File: src/rtl/led_seq_ctrl_if.sv
// Strobe/button inputs and LED bank outputs of the LED sequencer, bundled as
// one port. The slave side is the sequencer; the master side drives it.
interface led_seq_ctrl_if #(
    parameter int NB_LEDS = 4
);
    logic               i_tick;
    logic [3:0]         i_btn;
    logic [NB_LEDS-1:0] o_led_r;
    logic [NB_LEDS-1:0] o_led_g;
    logic [NB_LEDS-1:0] o_led_b;
    logic [1:0]         o_speed_sel;
    logic               o_run;

    modport master (
        output i_tick, i_btn,
        input  o_led_r, o_led_g, o_led_b, o_speed_sel, o_run
    );

    modport slave (
        input  i_tick, i_btn,
        output o_led_r, o_led_g, o_led_b, o_speed_sel, o_run
    );
endinterface

File: src/rtl/led_seq_ctrl.sv
// LED pattern sequencer: four synchronised buttons select run/pause, pattern
// mode, colour bank and rate code; the pattern steps on each rate tick.

// One button lane: NB_SYNC-flop synchroniser followed by a rising-edge
// detector, giving a single-cycle press pulse per 0->1 transition.
module led_seq_btn_edge #(
    parameter int NB_SYNC = 2
) (
    input  logic clock,
    input  logic i_reset,
    input  logic btn_i,
    output logic press_o
);
    logic [NB_SYNC-1:0] sync_q;
    logic               prev_q;

    // Shift the raw button in at bit 0; the top bit is the synchronised level.
    always_ff @(posedge clock or negedge i_reset) begin
        if (!i_reset) begin
            sync_q <= '0;
            prev_q <= 1'b0;
        end else begin
            sync_q <= NB_SYNC'({sync_q, btn_i});
            prev_q <= sync_q[NB_SYNC-1];
        end
    end

    assign press_o = sync_q[NB_SYNC-1] & ~prev_q;
endmodule

module led_seq_ctrl #(
    parameter int NB_LEDS = 4,
    parameter int NB_SYNC = 2
) (
    input  logic           clock,
    input  logic           i_reset,
    led_seq_ctrl_if.slave  bus
);
    typedef enum logic [1:0] {
        MODE_LEFT     = 2'd0,
        MODE_RIGHT    = 2'd1,
        MODE_PINGPONG = 2'd2,
        MODE_FLASH    = 2'd3
    } mode_e;

    typedef enum logic [2:0] {
        COL_RED   = 3'b001,
        COL_GREEN = 3'b010,
        COL_BLUE  = 3'b100
    } colour_e;

    localparam logic DIR_LEFT  = 1'b0;
    localparam logic DIR_RIGHT = 1'b1;

    // Reload patterns: single lit LSB, and alternating ...0101 for FLASH.
    localparam logic [NB_LEDS-1:0] PAT_ONE = NB_LEDS'(1);
    localparam logic [NB_LEDS-1:0] PAT_ALT = NB_LEDS'({NB_LEDS{2'b01}});

    // Button order: [0] run/pause, [1] mode, [2] colour, [3] speed.
    logic [3:0] press;

    genvar g;
    generate
        for (g = 0; g < 4; g++) begin : g_btn
            led_seq_btn_edge #(.NB_SYNC(NB_SYNC)) u_btn (
                .clock   (clock),
                .i_reset (i_reset),
                .btn_i   (bus.i_btn[g]),
                .press_o (press[g])
            );
        end
    endgenerate

    mode_e              mode_q, mode_d;
    logic [NB_LEDS-1:0] pat_q, pat_d;
    logic               dir_q, dir_d;
    logic               run_q, run_d;
    logic [1:0]         spd_q, spd_d;
    colour_e            colour_q, colour_d;
    logic [NB_LEDS-1:0] led_r_q, led_g_q, led_b_q;

    // Next-state for pattern, mode, direction, run and speed. A mode press
    // reloads and swallows a coincident tick; the tick is gated by the
    // run flag as it was before any same-cycle run/pause toggle.
    always_comb begin
        mode_d = mode_q;
        pat_d  = pat_q;
        dir_d  = dir_q;
        run_d  = run_q;
        spd_d  = spd_q;
        if (press[1]) begin
            mode_d = mode_e'(mode_q + 2'd1);
            pat_d  = (mode_d == MODE_FLASH) ? PAT_ALT : PAT_ONE;
            dir_d  = DIR_LEFT;
        end else if (bus.i_tick && run_q) begin
            case (mode_q)
                MODE_LEFT:  pat_d = {pat_q[NB_LEDS-2:0], pat_q[NB_LEDS-1]};
                MODE_RIGHT: pat_d = {pat_q[0], pat_q[NB_LEDS-1:1]};
                MODE_PINGPONG: begin
                    // Turn around on the same tick that reaches an end.
                    if (dir_q == DIR_LEFT) begin
                        if (pat_q[NB_LEDS-1]) begin
                            dir_d = DIR_RIGHT;
                            pat_d = pat_q >> 1;
                        end else begin
                            pat_d = pat_q << 1;
                        end
                    end else begin
                        if (pat_q[0]) begin
                            dir_d = DIR_LEFT;
                            pat_d = pat_q << 1;
                        end else begin
                            pat_d = pat_q >> 1;
                        end
                    end
                end
                MODE_FLASH: pat_d = ~pat_q;
            endcase
        end
        if (press[0]) run_d = ~run_q;
        if (press[3]) spd_d = spd_q + 2'd1;
    end

    // Colour next-state: RED -> GREEN -> BLUE -> RED on each colour press.
    always_comb begin
        colour_d = colour_q;
        if (press[2]) begin
            case (colour_q)
                COL_RED:   colour_d = COL_GREEN;
                COL_GREEN: colour_d = COL_BLUE;
                COL_BLUE:  colour_d = COL_RED;
                default:   colour_d = COL_RED;
            endcase
        end
    end

    // Pattern/mode/run/speed state registers.
    always_ff @(posedge clock or negedge i_reset) begin
        if (!i_reset) begin
            mode_q <= MODE_LEFT;
            pat_q  <= PAT_ONE;
            dir_q  <= DIR_LEFT;
            run_q  <= 1'b1;
            spd_q  <= 2'd0;
        end else begin
            mode_q <= mode_d;
            pat_q  <= pat_d;
            dir_q  <= dir_d;
            run_q  <= run_d;
            spd_q  <= spd_d;
        end
    end

    // Colour FSM with registered bank outputs built from next-state, so a
    // tick or press shows on the banks at the same edge it is taken.
    always_ff @(posedge clock or negedge i_reset) begin
        if (!i_reset) begin
            colour_q <= COL_RED;
            led_r_q  <= PAT_ONE;
            led_g_q  <= '0;
            led_b_q  <= '0;
        end else begin
            colour_q <= colour_d;
            led_r_q  <= (colour_d == COL_RED)   ? pat_d : '0;
            led_g_q  <= (colour_d == COL_GREEN) ? pat_d : '0;
            led_b_q  <= (colour_d == COL_BLUE)  ? pat_d : '0;
        end
    end

    assign bus.o_led_r     = led_r_q;
    assign bus.o_led_g     = led_g_q;
    assign bus.o_led_b     = led_b_q;
    assign bus.o_speed_sel = spd_q;
    assign bus.o_run       = run_q;
endmodule

File: src/flat_wrapper.sv
// flat-port wrapper written by rule: the top's interface ports become plain ports
module led_seq_ctrl_flat 
#(
    parameter int NB_LEDS = 4,
    parameter int NB_SYNC = 2
)
  (clock, i_reset, bus_i_tick, bus_i_btn, bus_o_led_r, bus_o_led_g, bus_o_led_b, bus_o_speed_sel, bus_o_run);
  led_seq_ctrl_if #(.NB_LEDS(NB_LEDS)) bus_i ();
  input  logic clock;
  input  logic i_reset;
  input wire logic [$bits(bus_i.i_tick)-1:0] bus_i_tick;
  input wire logic [$bits(bus_i.i_btn)-1:0] bus_i_btn;
  output wire logic [$bits(bus_i.o_led_r)-1:0] bus_o_led_r;
  output wire logic [$bits(bus_i.o_led_g)-1:0] bus_o_led_g;
  output wire logic [$bits(bus_i.o_led_b)-1:0] bus_o_led_b;
  output wire logic [$bits(bus_i.o_speed_sel)-1:0] bus_o_speed_sel;
  output wire logic [$bits(bus_i.o_run)-1:0] bus_o_run;
  assign bus_i.i_tick = bus_i_tick;
  assign bus_i.i_btn = bus_i_btn;
  assign bus_o_led_r = bus_i.o_led_r;
  assign bus_o_led_g = bus_i.o_led_g;
  assign bus_o_led_b = bus_i.o_led_b;
  assign bus_o_speed_sel = bus_i.o_speed_sel;
  assign bus_o_run = bus_i.o_run;
  led_seq_ctrl #(.NB_LEDS(NB_LEDS), .NB_SYNC(NB_SYNC)) u_core (.clock(clock), .i_reset(i_reset), .bus(bus_i));
endmodule
File: config.mk
export PLATFORM = sky130hd
export DESIGN_NAME = led_seq_ctrl_flat
export DESIGN_NICKNAME = d
export VERILOG_FILES = /design/src/rtl/led_seq_ctrl_if.sv /design/src/rtl/led_seq_ctrl.sv /design/src/flat_wrapper.sv
export SDC_FILE = /design/constraint.sdc
export NUM_CORES = 1
export LEC_CHECK = 0
export CAP_MARGIN = 15
export CORE_MARGIN = 4
export CORE_UTILIZATION = 47
export DETAILED_ROUTE_END_ITERATION = 7
export PLACE_DENSITY = 0.81
export RECOVER_POWER = 50
export SYNTH_ARGS = -nofsm -noshare
export SYNTH_HDL_FRONTEND = slang
export SYNTH_SLANG_ARGS = --single-unit
File: constraint.sdc
create_clock -name clock -period 1.6 [get_ports clock]
set_clock_uncertainty 0.1 [all_clocks]
set_input_delay 0.32 -clock clock [delete_from_list [all_inputs] [get_ports clock]]
set_output_delay 0.32 -clock clock [all_outputs]
set_load 0.01 [all_outputs]
**After elaboration in Yosys (flattened, before gate mapping)**

Cells that the tools add are included.

- Flip-flop bits (word level): 37
- Input bits: 7
- Output and inout bits: 15
- Word-level logic and storage cells: 61

- Add/subtract/negate cells: 2
- Eq/ne operators: 9
- Mux-type cells: 18
- Bitwise logic cells: 10
- Reductions and logical operators: 5

Operators with widths:

| operator | number |
|---|---|
| $mux 4 | 8 |
| $pmux 4 s4 | 1 |
| $eq 2x2->1 const B | 3 |
| $eq 3x1->1 const B | 2 |
| $eq 3x2->1 const B | 2 |
| $mux 1 | 6 |
| $mux 3 | 2 |
| $pmux 3 s2 | 1 |
| $not 1->1 | 5 |
| $add 2x1->2 const B | 2 |
| $and 1x1->1 | 4 |
| $not 4->4 | 1 |
| $reduce_bool 2->1 | 2 |
| $eq 3x3->1 const B | 1 |
| $eq 2x1->1 const B | 1 |
| $logic_not 2->1 | 1 |
| $reduce_and 2->1 | 1 |
| $logic_and 1x1->1 | 1 |

**Depth between registers and ports, before layout**

- Word-level depth: 6
- Gate-level depth with buffers: 7
- Mapped depth without buffers: 7

**Hierarchy**

Synthesis repeated with hierarchy kept, for this count alone.

- Cells, all modules: 127
- Area total of the unflattened synthesis: 1562.7 µm²

By module, submodules not included:

| module | times used | cells each | area an instance (µm²) |
|---|---|---|---|
| led_seq_ctrl | 1 | 111 | 1207.4 |
| led_seq_btn_edge | 4 | 4 | 88.8 |

**Worst setup path before layout**

OpenSTA, ideal clock, no wires.

- Path kind: reg2reg
- Start point: register u_core.mode_q[0]
- End point: register u_core.led_r_q[3] (netlist: u_core.bus.o_led_r[3])
- Library setup time: 0.131 ns
- Arrival time: 1.376 ns
- Data required time: 1.369 ns
- Setup slack: -0.007 ns
- Stages on the path, launching flop included: 8
- Buffers on the path: 1
- Cells stage by stage: dfrtp_1 > inv_1 > ha_1 > buf_2 > a221o_1 > a32oi_1 > a21o_2 > nor2_1

- Cells in the longest elaborated chain, start to end: 5
- Elaborated cells on any way between the ends: 8
- Those cells by class: eq/ne (3); mux (4); reduce/logical (1)

RTL lines:

| item | line | text |
|---|---|---|
| from (decl) | led_seq_ctrl.sv:74 | `mode_e mode_q, mode_d;` |
| from (signal assigned) | led_seq_ctrl.sv:146 | `mode_q <= mode_d;` |
| $eq 2x2->1, or another cell as far along | led_seq_ctrl.sv:96 | `case (mode_q)` |
| $pmux 4 s4 (*) | led_seq_ctrl.sv:96 |  |
| $mux 4 (*) | led_seq_ctrl.sv:95 | `end else if (bus.i_tick && run_q) begin` |
| $mux 4 (*) | led_seq_ctrl.sv:91 | `if (press[1]) begin` |
| $mux 4 (*) | led_seq_ctrl.sv:164 | `led_r_q <= (colour_d == COL_RED) ? pat_d : '0;` |
| to (signal assigned) | led_seq_ctrl.sv:164 |  |
| to (decl) | led_seq_ctrl.sv:80 | `logic [NB_LEDS-1:0] led_r_q, led_g_q, led_b_q;` |

Every way passes the cells marked *; elsewhere a longest branch is shown, timed or not.
A chain may end at the register's enable or synchronous reset.

**Final worst setup path**

- Start point: register u_core.mode_q[0]
- End point: register u_core.led_b_q[3] (netlist: u_core.bus.o_led_b[3])

- Cells in the longest elaborated chain, start to end: 5
- Elaborated cells on any way between the ends: 8
- Those cells by class: eq/ne (3); mux (4); reduce/logical (1)

RTL lines:

| item | line | text |
|---|---|---|
| $eq 2x2->1, or another cell as far along | led_seq_ctrl.sv:96 |  |
| $pmux 4 s4 (*) | led_seq_ctrl.sv:96 |  |
| $mux 4 (*) | led_seq_ctrl.sv:95 |  |
| $mux 4 (*) | led_seq_ctrl.sv:91 |  |
| $mux 4 (*) | led_seq_ctrl.sv:166 | `led_b_q <= (colour_d == COL_BLUE) ? pat_d : '0;` |
| to (signal assigned) | led_seq_ctrl.sv:166 |  |
| to (decl) | led_seq_ctrl.sv:80 |  |

Marks and branches as above.

==> qor.txt <==
P_int: 2.28 mW
Min-delay src: u_core.g_btn[2].u_btn.sync_q[0]
Most frequent cells in the layout: 31 x dfrtp_1, 14 x nor2_1, 14 x dlygate4sd2_1, 12 x buf_4, 11 x nand2_1
Area grow syn2layout: 31.7%
Synth Register Bits: 37
Pleak: 0.944 nW
EDFF count, synth: 0
CTS root buf: clkbuf_4
Worst-case reg-to-reg path depth: 5
Slowest CP cell: dfrtp_2
Commonest non-fill, non-tap cell in the layout: dfrtp_1
Psw: 1.35 mW
Critical path required time: 1730 ps
Vias/cell: 5.19
Min-delay worst type: flip-flop to flip-flop
DRC Markers: 0
Hold path cells: 0
Final hold vios: 0
Post-synthesis sequential area ratio: 0.605
Crit. Startpoint: u_core.mode_q[0]
DIE HEIGHT: 65.2 um
Mean Syn Cell Area: 11.2 um2
Chip Width: 65.2 um
First-pass detailed-route iteration total: 4
Slew margin rel.: 0.444
Drt wl/cell: 14.6 um
GRT Total Usage: 0.176
Critical Path AT: 1820 ps
Worst-Margin Slew: 834 ps
RSZ-0062 raised after global routing: yes
Clock power share: 0.148
Clock sink count: 37
Multi-input gate area: 628 um2
Initial antenna violation count: 0
Placed wire-length estimate: 2.23 mm
Num CTS Buffers: 5
Htree depth: 2
Bufs and invs on worst path: 0
Gate count after technology mapping: 138
Filler Cell Count: 257
Layout cells sized above 1: 0.266
Largest net degree at the start of global routing: 38
Post-Synthesis Cell Area: 1540 um2
Library cells used by synthesis: 35
Kind of critical path: flip-flop to flip-flop
Violated checks: setup timing
Leading area contributor after synthesis: dfrtp_1
Worst setup EP type: flip-flop
Via count: 1147
Skew-Pair Late Insertion Delay: 330 ps
# IOs: 22
Syn_nets: 150
Max Freq: 590 MHz
Number of I/O port buffers: 21
Max-cap violations: 0
Final Critical Period: 1690 ps
Sequential share of power: 0.418
Cell-by-cell trace of the critical path: ha_2, a221o_1, a32oi_1, a21o_2, nor2_1
Post-route ant nets: 0
Final slew viol count: 0
Clock transition at path regs: 100 ps
Worst Hold Slack: 258 ps
Layout Nets: 188
Post-CTS Hold Buffers: 0
Seq. cell area: 933 um2
Power Dens Cells: 1790 nW/um2
CP Max Fanout: 4
Starting Density: 0.496
Place WS: -143 ps
CTS tree: yes
Clock buffer depth: 2
WP depth: 5
Max VDD drop: 0.000906 V
Iter 0 DRT Violations: 113
Setup ws final: -94.2 ps
Primary FF master, synth: dfrtp_1
Cell Rows: 20
Diode count: 0
FF-to-FF Start: u_core.mode_q[0]
RD Place Congestion: 0.911
Top cells by area, synth: dfrtp_1 54%, dfstp_2 6.8%, ha_1 4.1%
Asr flop ratio synth: 1.00
Yosys warning count: 0
Final Routed Wirelength: 3.22 mm
Top cell type's share of synthesized area: 0.537
Grt ovf: 0
First-pass GRT wire length: 5.53 mm
Vias in the first global route: 1189
Die Area: 4250 um2
Status: complete, but fails checks
Core area: 3100 um2
Final Setup Violations: 10
Largest delay share family, worst path: compound AO/OA/AOI/OAI gates
Max stage delay on crit path: 480 ps
Comb pwr share: 0.434
Sw Share: 0.372
Critical Path Start Type: flip-flop
Period utilization: 1.06
Final Util: 0.653
[layer usage]
layer  vias to the layer above  global-route usage  wire (um)
met4                         0              0.0881         74
met2                        42               0.301       1710
met1                       558               0.200       1280
met5                         -                   0          0
met3                         7              0.0479        150
li1                        540                   -          -
[logic make-up (layout without fill, tap and decap cells)]
family / count (synthesis) / in the layout / synth area share
and+or+nand+nor: 50 / 50 / 0.164
xor gates and xnor gates: 4 / 4 / 0.0228
adders and majority gates: 5 / 5 / 0.0407
buffers and inverters: 13 / 52 / 0.0350
AOI/OAI and AO/OA: 29 / 29 / 0.133
DFF: 37 / 37 / 0.605
[what timing repair did]
action,4_1_cts,5_1_grt
resized for setup,30,9
buffers inserted,2,2
setup endpoints to repair,31,17
pin swaps,8,3
gates cloned,0,0
[synthesized netlist by cell type (all sizes together), types with 2 or more instances]
| cell type | n |
|---|---|
| inv | 8 |
| nor2b | 3 |
| nor3b | 2 |
| a21o | 3 |
| dfstp | 4 |
| nand2b | 8 |
| nand3b | 2 |
| nand2 | 11 |
| dfrtp | 33 |
| ha | 5 |
| or2 | 2 |
| nor2 | 15 |
| xnor2 | 4 |
| buf | 4 |
| a221oi | 2 |
| o21ai | 9 |
| nand3 | 2 |
| a21oi | 7 |
[power groups by stage]
stage / logic, mW / clock network [mW] / registers, mW
floorplan: 0.789 / 0 / 1.46
global placement: 1.33 / 0 / 1.47
detailed placement: 1.40 / 0 / 1.49
CTS: 1.48 / 0.568 / 1.49
global route: 1.72 / 0.613 / 1.56
finish: 1.58 / 0.540 / 1.52
[metrics by stage]
| step | TNS (ps) | power (mW) | std cells | cell area, um2 |
|---|---|---|---|---|
| after detailed placement | -1670 | 2.89 | 209 | 1880 |
| after global routing | -1910 | 3.89 | 221 | 2030 |
| final | -454 | 3.64 | 221 | 2030 |
| after CTS | -554 | 3.54 | 219 | 2000 |
| after global placement | -958 | 2.80 | 209 | 1880 |
| after floorplan | 0 | 2.25 | 138 | 1540 |
[flip-flops by register name (all words and copies together) (netlist names)]
signal	count
u_core.bus.o_led_g	4
u_core.g_btn.u_btn.sync_q	8
u_core.bus.o_speed_sel	2
u_core.bus.o_led_r	4
u_core.bus.o_run	1
u_core.mode_q	2
u_core.pat_q	4
u_core.colour_q	3
u_core.g_btn.u_btn.prev_q	4
u_core.dir_q	1
u_core.bus.o_led_b	4
[layout make-up]
cell class,instances,area share
Sequential cell,37,0.460
Multi-Input combinational cell,88,0.310
Timing Repair Buffer,36,0.151
Clock buffer,7,0.0321
Tap cell,44,0.0272
Inverter,8,0.0173
Clock inverter,1,0.00247
[path summary, 6_finish.rpt]
check | endpoint | slack [ps]
worst max-delay path | u_core.bus.o_led_b[3] | -90
worst min-delay path | u_core.g_btn[2].u_btn.sync_q[1] | 260
worst max register to register | u_core.bus.o_led_b[3] | -90
worst min register to register | u_core.g_btn[2].u_btn.sync_q[1] | 260
max in group asynchronous | u_core.mode_q[1] | 330
min in group asynchronous | u_core.bus.o_led_g[3] | 510
No activity file was read; power rests on OpenSTA's default activity.
